[src/rtl/pcie_tx_drain.sv]
`default_nettype none
// ============================================================================
// Module  : pcie_tx_drain
// Pops PCIe TX queue words into a 2-entry AXIS buffer with TLP framing and
// truncation. Optional statistics counters: PCIE_TX_STATS_EN.
// Revision: 1.0
// ============================================================================
module pcie_tx_drain #(
  parameter int DATA_W     = 64,
  parameter int KEEP_W     = DATA_W / 8,
  parameter int WIDTH      = DATA_W + KEEP_W + 1,
  parameter int MAX_BEATS  = 64,
  parameter int BUF_AV_MIN = 1
) (
  input  logic              deq_clk,
  input  logic              rst,
  input  logic              q_empty,
  input  logic [WIDTH-1:0]  q_data,
  output logic              q_deq_en,
  output logic [DATA_W-1:0] m_axis_tx_tdata,
  output logic [KEEP_W-1:0] m_axis_tx_tkeep,
  output logic              m_axis_tx_tlast,
  output logic              m_axis_tx_tvalid,
  input  logic              m_axis_tx_tready,
  output logic [3:0]        m_axis_tx_tuser,
  input  logic [5:0]        tx_buf_av,
  output logic              err_oversize,
  output logic [31:0]       stat_tlp_cnt,
  output logic [31:0]       stat_drop_cnt
);

  localparam int BC_W = $clog2(MAX_BEATS + 1);

  typedef enum logic [1:0] {
    S_IDLE   = 2'd0,
    S_IN_PKT = 2'd1,
    S_DROP   = 2'd2
  } state_t;

  state_t            state_q, state_d;
  logic [BC_W-1:0]   bc_q, bc_d;

  logic [DATA_W-1:0] data_q [2];
  logic [KEEP_W-1:0] keep_q [2];
  logic [1:0]        last_q;
  logic [1:0]        dsc_q;
  logic              rd_ptr_q, wr_ptr_q;
  logic [1:0]        cnt_q;
  logic              err_q;

  logic              w_q_last;
  logic              pop;
  logic              space;
  logic              av_ok;
  logic              wr;
  logic              wr_last;
  logic              wr_dsc;
  logic              trunc;

  assign w_q_last = q_data[WIDTH-1];
  assign pop      = (cnt_q != 2'd0) & m_axis_tx_tready;
  assign space    = (cnt_q < 2'd2) | pop;
  assign av_ok    = tx_buf_av >= 6'(BUF_AV_MIN);

  // Write-side framing FSM; also produces the queue pop strobe.
  always_comb begin
    state_d  = state_q;
    bc_d     = bc_q;
    q_deq_en = 1'b0;
    wr       = 1'b0;
    wr_last  = w_q_last;
    wr_dsc   = 1'b0;
    trunc    = 1'b0;
    case (state_q)
      S_IDLE: begin
        if (!q_empty && space && av_ok) begin
          q_deq_en = 1'b1;
          wr       = 1'b1;
          if (!w_q_last) begin
            bc_d    = BC_W'(1);
            state_d = S_IN_PKT;
          end
        end
      end
      S_IN_PKT: begin
        if (!q_empty && space) begin
          q_deq_en = 1'b1;
          wr       = 1'b1;
          if (w_q_last) begin
            bc_d    = '0;
            state_d = S_IDLE;
          end else if (bc_q == BC_W'(MAX_BEATS - 1)) begin
            // Beat limit reached without last: close the TLP and discard the rest.
            wr_last = 1'b1;
            wr_dsc  = 1'b1;
            trunc   = 1'b1;
            bc_d    = '0;
            state_d = S_DROP;
          end else begin
            bc_d = bc_q + BC_W'(1);
          end
        end
      end
      S_DROP: begin
        if (!q_empty) begin
          q_deq_en = 1'b1;
          if (w_q_last) begin
            state_d = S_IDLE;
          end
        end
      end
      default: begin
        state_d = S_IDLE;
        bc_d    = '0;
      end
    endcase
    if (rst) begin
      q_deq_en = 1'b0;
      wr       = 1'b0;
      trunc    = 1'b0;
    end
  end

  always_ff @(posedge deq_clk) begin
    if (rst) begin
      state_q <= S_IDLE;
      bc_q    <= '0;
    end else begin
      state_q <= state_d;
      bc_q    <= bc_d;
    end
  end

  always_ff @(posedge deq_clk) begin
    if (rst) begin
      for (int i = 0; i < 2; i++) begin
        data_q[i] <= '0;
        keep_q[i] <= '0;
      end
      last_q   <= '0;
      dsc_q    <= '0;
      rd_ptr_q <= 1'b0;
      wr_ptr_q <= 1'b0;
      cnt_q    <= 2'd0;
      err_q    <= 1'b0;
    end else begin
      err_q <= trunc;
      if (wr) begin
        data_q[wr_ptr_q] <= q_data[DATA_W-1:0];
        keep_q[wr_ptr_q] <= q_data[DATA_W +: KEEP_W];
        last_q[wr_ptr_q] <= wr_last;
        dsc_q[wr_ptr_q]  <= wr_dsc;
        wr_ptr_q         <= ~wr_ptr_q;
      end
      if (pop) begin
        rd_ptr_q <= ~rd_ptr_q;
      end
      case ({wr, pop})
        2'b10:   cnt_q <= cnt_q + 2'd1;
        2'b01:   cnt_q <= cnt_q - 2'd1;
        default: cnt_q <= cnt_q;
      endcase
    end
  end

  assign m_axis_tx_tvalid = (cnt_q != 2'd0);
  assign m_axis_tx_tdata  = data_q[rd_ptr_q];
  assign m_axis_tx_tkeep  = keep_q[rd_ptr_q];
  assign m_axis_tx_tlast  = m_axis_tx_tvalid & last_q[rd_ptr_q];
  assign m_axis_tx_tuser  = {m_axis_tx_tvalid & dsc_q[rd_ptr_q], 3'b000};
  assign err_oversize     = err_q;

`ifdef PCIE_TX_STATS_EN
  logic [31:0] tlp_cnt_q;
  logic [31:0] drop_cnt_q;

  always_ff @(posedge deq_clk) begin
    if (rst) begin
      tlp_cnt_q  <= '0;
      drop_cnt_q <= '0;
    end else begin
      if (pop && last_q[rd_ptr_q]) begin
        tlp_cnt_q <= tlp_cnt_q + 32'd1;
      end
      if (q_deq_en && (state_q == S_DROP)) begin
        drop_cnt_q <= drop_cnt_q + 32'd1;
      end
    end
  end

  assign stat_tlp_cnt  = tlp_cnt_q;
  assign stat_drop_cnt = drop_cnt_q;
`else
  assign stat_tlp_cnt  = 32'd0;
  assign stat_drop_cnt = 32'd0;
`endif

endmodule
`default_nettype wire

[config.mk]
export PLATFORM = sky130hd
export DESIGN_NAME = pcie_tx_drain
export DESIGN_NICKNAME = d
export VERILOG_FILES = /design/src/rtl/pcie_tx_drain.sv
export SDC_FILE = /design/constraint.sdc
export NUM_CORES = 1
export LEC_CHECK = 0
export ABC_AREA = 1
export CAP_MARGIN = 20
export CORE_MARGIN = 4
export CORE_UTILIZATION = 51
export CTS_CLUSTER_SIZE = 20
export DETAILED_ROUTE_END_ITERATION = 10
export PLACE_DENSITY = 0.85
export SETUP_SLACK_MARGIN = 0.3
export SYNTH_ARGS = -nofsm -noshare
export SYNTH_HDL_FRONTEND = slang
export SYNTH_SLANG_ARGS = --single-unit
[constraint.sdc]
create_clock -name deq_clk -period 14.75 [get_ports deq_clk]
set_input_delay 4.425 -clock deq_clk [delete_from_list [all_inputs] [get_ports deq_clk]]
set_output_delay 4.425 -clock deq_clk [all_outputs]
set_load 0.03 [all_outputs]
==> metrics.md <==
| Metric | Value |
|---|---|
| Final Wtd Congestion | `0.897` |
| FF+latch area | `0.00471 mm2` |
| Number of global-route vias before repair | `5291` |
| Final wirelength | `16.2 mm` |
| PostCTS Resize Cnt | `0` |
| Worst-Margin Slew | `1.05 ns` |
| Setup TNS | `0 ns` |
| Post-CTS setup buffers | `0` |
| Post-DP HPWL | `10.1 mm` |
| Crit Path Max Fanout | `4` |
| 1st-pass router iterations | `5` |
| P_sw | `0.502 mW` |
| Clock power share | `28.6%` |
| Syn avg cell area | `11.0 um2` |
| Core area | `0.0146 mm2` |
| # IOs | `227` |
| Seq cells post-synth | `163` |
| 1st-iter DRT viols | `351` |
| Ant. Diodes | `0` |
| Largest net degree at the start of global routing | `76` |
| Comb power frac | `31.4%` |
| First-pass GRT wire length | `25.4 mm` |
| Sw frac | `32.5%` |
| Setup violations, final | `0` |
| Tmin final | `10.72 ns` |
| Max transition margin | `30.1%` |
| Nets@finish | `936` |
| Root Buffer | `clkbuf_16` |
| P_leak | `4.20 nW` |
| Sequential power share | `40.1%` |
| Synthesized cell area | `0.00767 mm2` |
| Total Routing Usage GR | `19.5%` |
| Pins Over Slew Limit | `0` |
| Wire length per cell | `15.5 um` |
| Max VDD drop | `0.0997 mV` |
| Hold crit path type | `reg -> reg` |
| Number of max-cap violations | `0` |
| Maximum clock insertion buffer count | `2` |
| Unrepaired setup endpoints after global routing | `no` |
| CTS tree | `done` |
| Worst hold path depth | `2` |
| Initial antenna violation count | `1` |
| Die ar. | `0.0171 mm2` |
| Die width | `131 um` |
| Via density | `4.89` |
| Share of cells above drive strength 1 | `13.9%` |
| Worst Path Arrival | `6.30 ns` |
| Seq/Total Area, Yosys | `61.3%` |
| Fill cells | `1113` |
| Area grow syn2layout | `27.0%` |
| Critical Path RT | `10.32 ns` |
| Rows | `44` |
| Pwr dens | `159 mW/mm2` |
| Hold Vio Cnt, Final | `0` |
| Via Count | `5122` |
| Worst setup EP type | `output pin` |
| TritonCTS buffer count | `17` |
| Clk_lat worst skew | `0.42 ns` |
| Reg2Reg Depth | `5` |
| Post-route ant nets | `0` |
| Number of distinct library cells after synthesis | `26` |
| IO buf count | `159` |
| Synth Warn # | `0` |
| Hold WS | `0.445 ns` |
| Final worst-path cycle share | `72.7%` |
| Drt drc | `0` |
| Area of the multi-input gates | `0.00221 mm2` |
| Post-CTS Hold Buffers | `0` |
| Startpoint Class | `primary input` |
| Outcome | `complete, no violations` |
| Final setup skew | `0.00932 ns` |
| Starting Density | `52.4%` |
| Instance count of the mapped netlist | `695` |
| H-tree depth reported by CTS | `4` |
| Peak Freq | `0.0933 GHz` |
| Die H | `131 um` |
| Remaining global-route overflow | `0` |
| Clk slew on worst S/H paths | `0.06 ns` |
| Setup Crit Path Kind | `in -> out` |
| P_int | `1.04 mW` |
| Num Clock Sinks | `163` |
path summary, 6_finish.rpt:
path / start / endpoint / slack [ns]
worst max-delay path: m_axis_tx_tready / q_deq_en / 4.03
worst min register to register: bc_q[6] / bc_q[6] / 0.44
worst min-delay path: bc_q[6] / bc_q[6] / 0.44
worst max register to register: state_q[0] / data_q[1][10] / 12.47
final cells by class:
cell class,count,area share [%]
clock buffer,19,4.44
clock inverter,13,1.64
inverter,102,3.93
multi-input combinational,404,22.7
sequential,163,48.3
tap,184,2.36
timing repair buffer,163,16.6
flip-flops by register name, summed over array words and instances (netlist names), named ones only:
signal / flops
keep_q: 16
cnt_q: 2
dsc_q: 2
wr_ptr_q: 1
data_q: 128
bc_q: 7
err_oversize: 1
last_q: 2
state_q: 2
rd_ptr_q: 1
cells in the mapped netlist:
master | instances | area, um2
buf_2 | 9 | 45.0
nor3_1 | 2 | 10.0
o21ai_2 | 1 | 8.76
o21a_1 | 1 | 7.51
nor2_2 | 4 | 25.0
inv_2 | 6 | 22.5
nand3_1 | 10 | 50.1
dfxtp_1 | 19 | 380
ha_1 | 2 | 25.0
o21ai_0 | 8 | 40.0
conb_1 | 1 | 3.75
buf_4 | 77 | 578
clkbuf_1 | 6 | 22.5
inv_1 | 96 | 360
nand2_1 | 41 | 154
nand4_1 | 10 | 62.6
nor2_4 | 1 | 11.3
mux2_2 | 72 | 811
a21oi_1 | 12 | 60.1
o31ai_1 | 1 | 7.51
xor2_1 | 1 | 8.76
nor4_1 | 1 | 6.26
o21ai_1 | 3 | 15.0
edfxtp_1 | 144 | 4320
nor3_2 | 1 | 10.0
nor2_1 | 166 | 623
power by group through the flow:
stage                     logic (mW)  registers [mW]  clock network, mW
final                          0.485           0.619              0.441
after global routing           0.517           0.627              0.467
after CTS                      0.488           0.621              0.447
after detailed placement       0.485           0.630                  0
after global placement         0.482           0.625                  0
after floorplan                0.341           0.606                  0
per-stage QoR:
step / instances / power (mW) / worst slack, ns / utilization, % / cell area, um2
2_1_floorplan: 761 / 0.948 / 4.22 / - / 7920
3_3_place_gp: 1016 / 1.11 / 4.06 / 62.5 / 9150
3_5_place_dp: 1016 / 1.11 / 4.07 / 62.5 / 9150
4_1_cts: 1048 / 1.56 / 4.04 / 66.5 / 9750
5_1_grt: 1048 / 1.61 / 3.90 / 66.5 / 9750
6_report: 1048 / 1.55 / 4.03 / 66.5 / 9750
cell usage in the layout, fill, tap and decap left out, types with 2 or more instances in the layout:
cell             instances
bufinv_16                3
o21ai_0                  7
o21ai_1                  2
edfxtp_1               144
nand4_1                 10
nor2_2                   4
clkbuf_1                 2
clkdlybuf4s50_1        159
nor3_1                   2
ha_1                     2
inv_2                    6
inv_1                   96
clkinvlp_4               3
nand2_1                 41
o21ai_4                  2
nand3_1                 10
dfxtp_1                 18
clkbuf_16               17
mux2_2                  72
clkinv_1                 2
clkinv_4                 3
conb_1                  67
nor2_1                 166
buf_4                    4
a21oi_1                 12
critical path: stages:
cell and delay (ns):
clkdlybuf4s50_1 0.46, inv_1 0.05, nand2_1 0.08, nand2_1 0.10, nor2_2 0.15, nand2_1 0.17, a21oi_1 0.17, clkdlybuf4s50_1 0.69
cell families (layout without fill, tap and decap cells):
logic type / Yosys count / in the layout / share of synthesized area (%)
and+or+nand+nor: 236 / 236 / 12.4
buffers and inverters: 194 / 297 / 13.4
DFF: 163 / 163 / 61.3
muxes: 72 / 72 / 10.6
AOI/OAI and AO/OA: 26 / 26 / 1.81
adders and majority gates: 2 / 2 / 0.326
other: 1 / 67 / 0.0489
xor gates and xnor gates: 1 / 1 / 0.114
per-layer routing:
layer	wire, um	track usage [%]	vias up	share of wire, %
met4	292	7.14	2	1.8
met2	8260	34.2	200	51
met1	6520	23.0	2454	40
met3	1110	5.12	24	6.8
met5	15	0	-	0.093
li1	-	-	2442	-
Note: power is estimated with default switching activity, not from simulation.
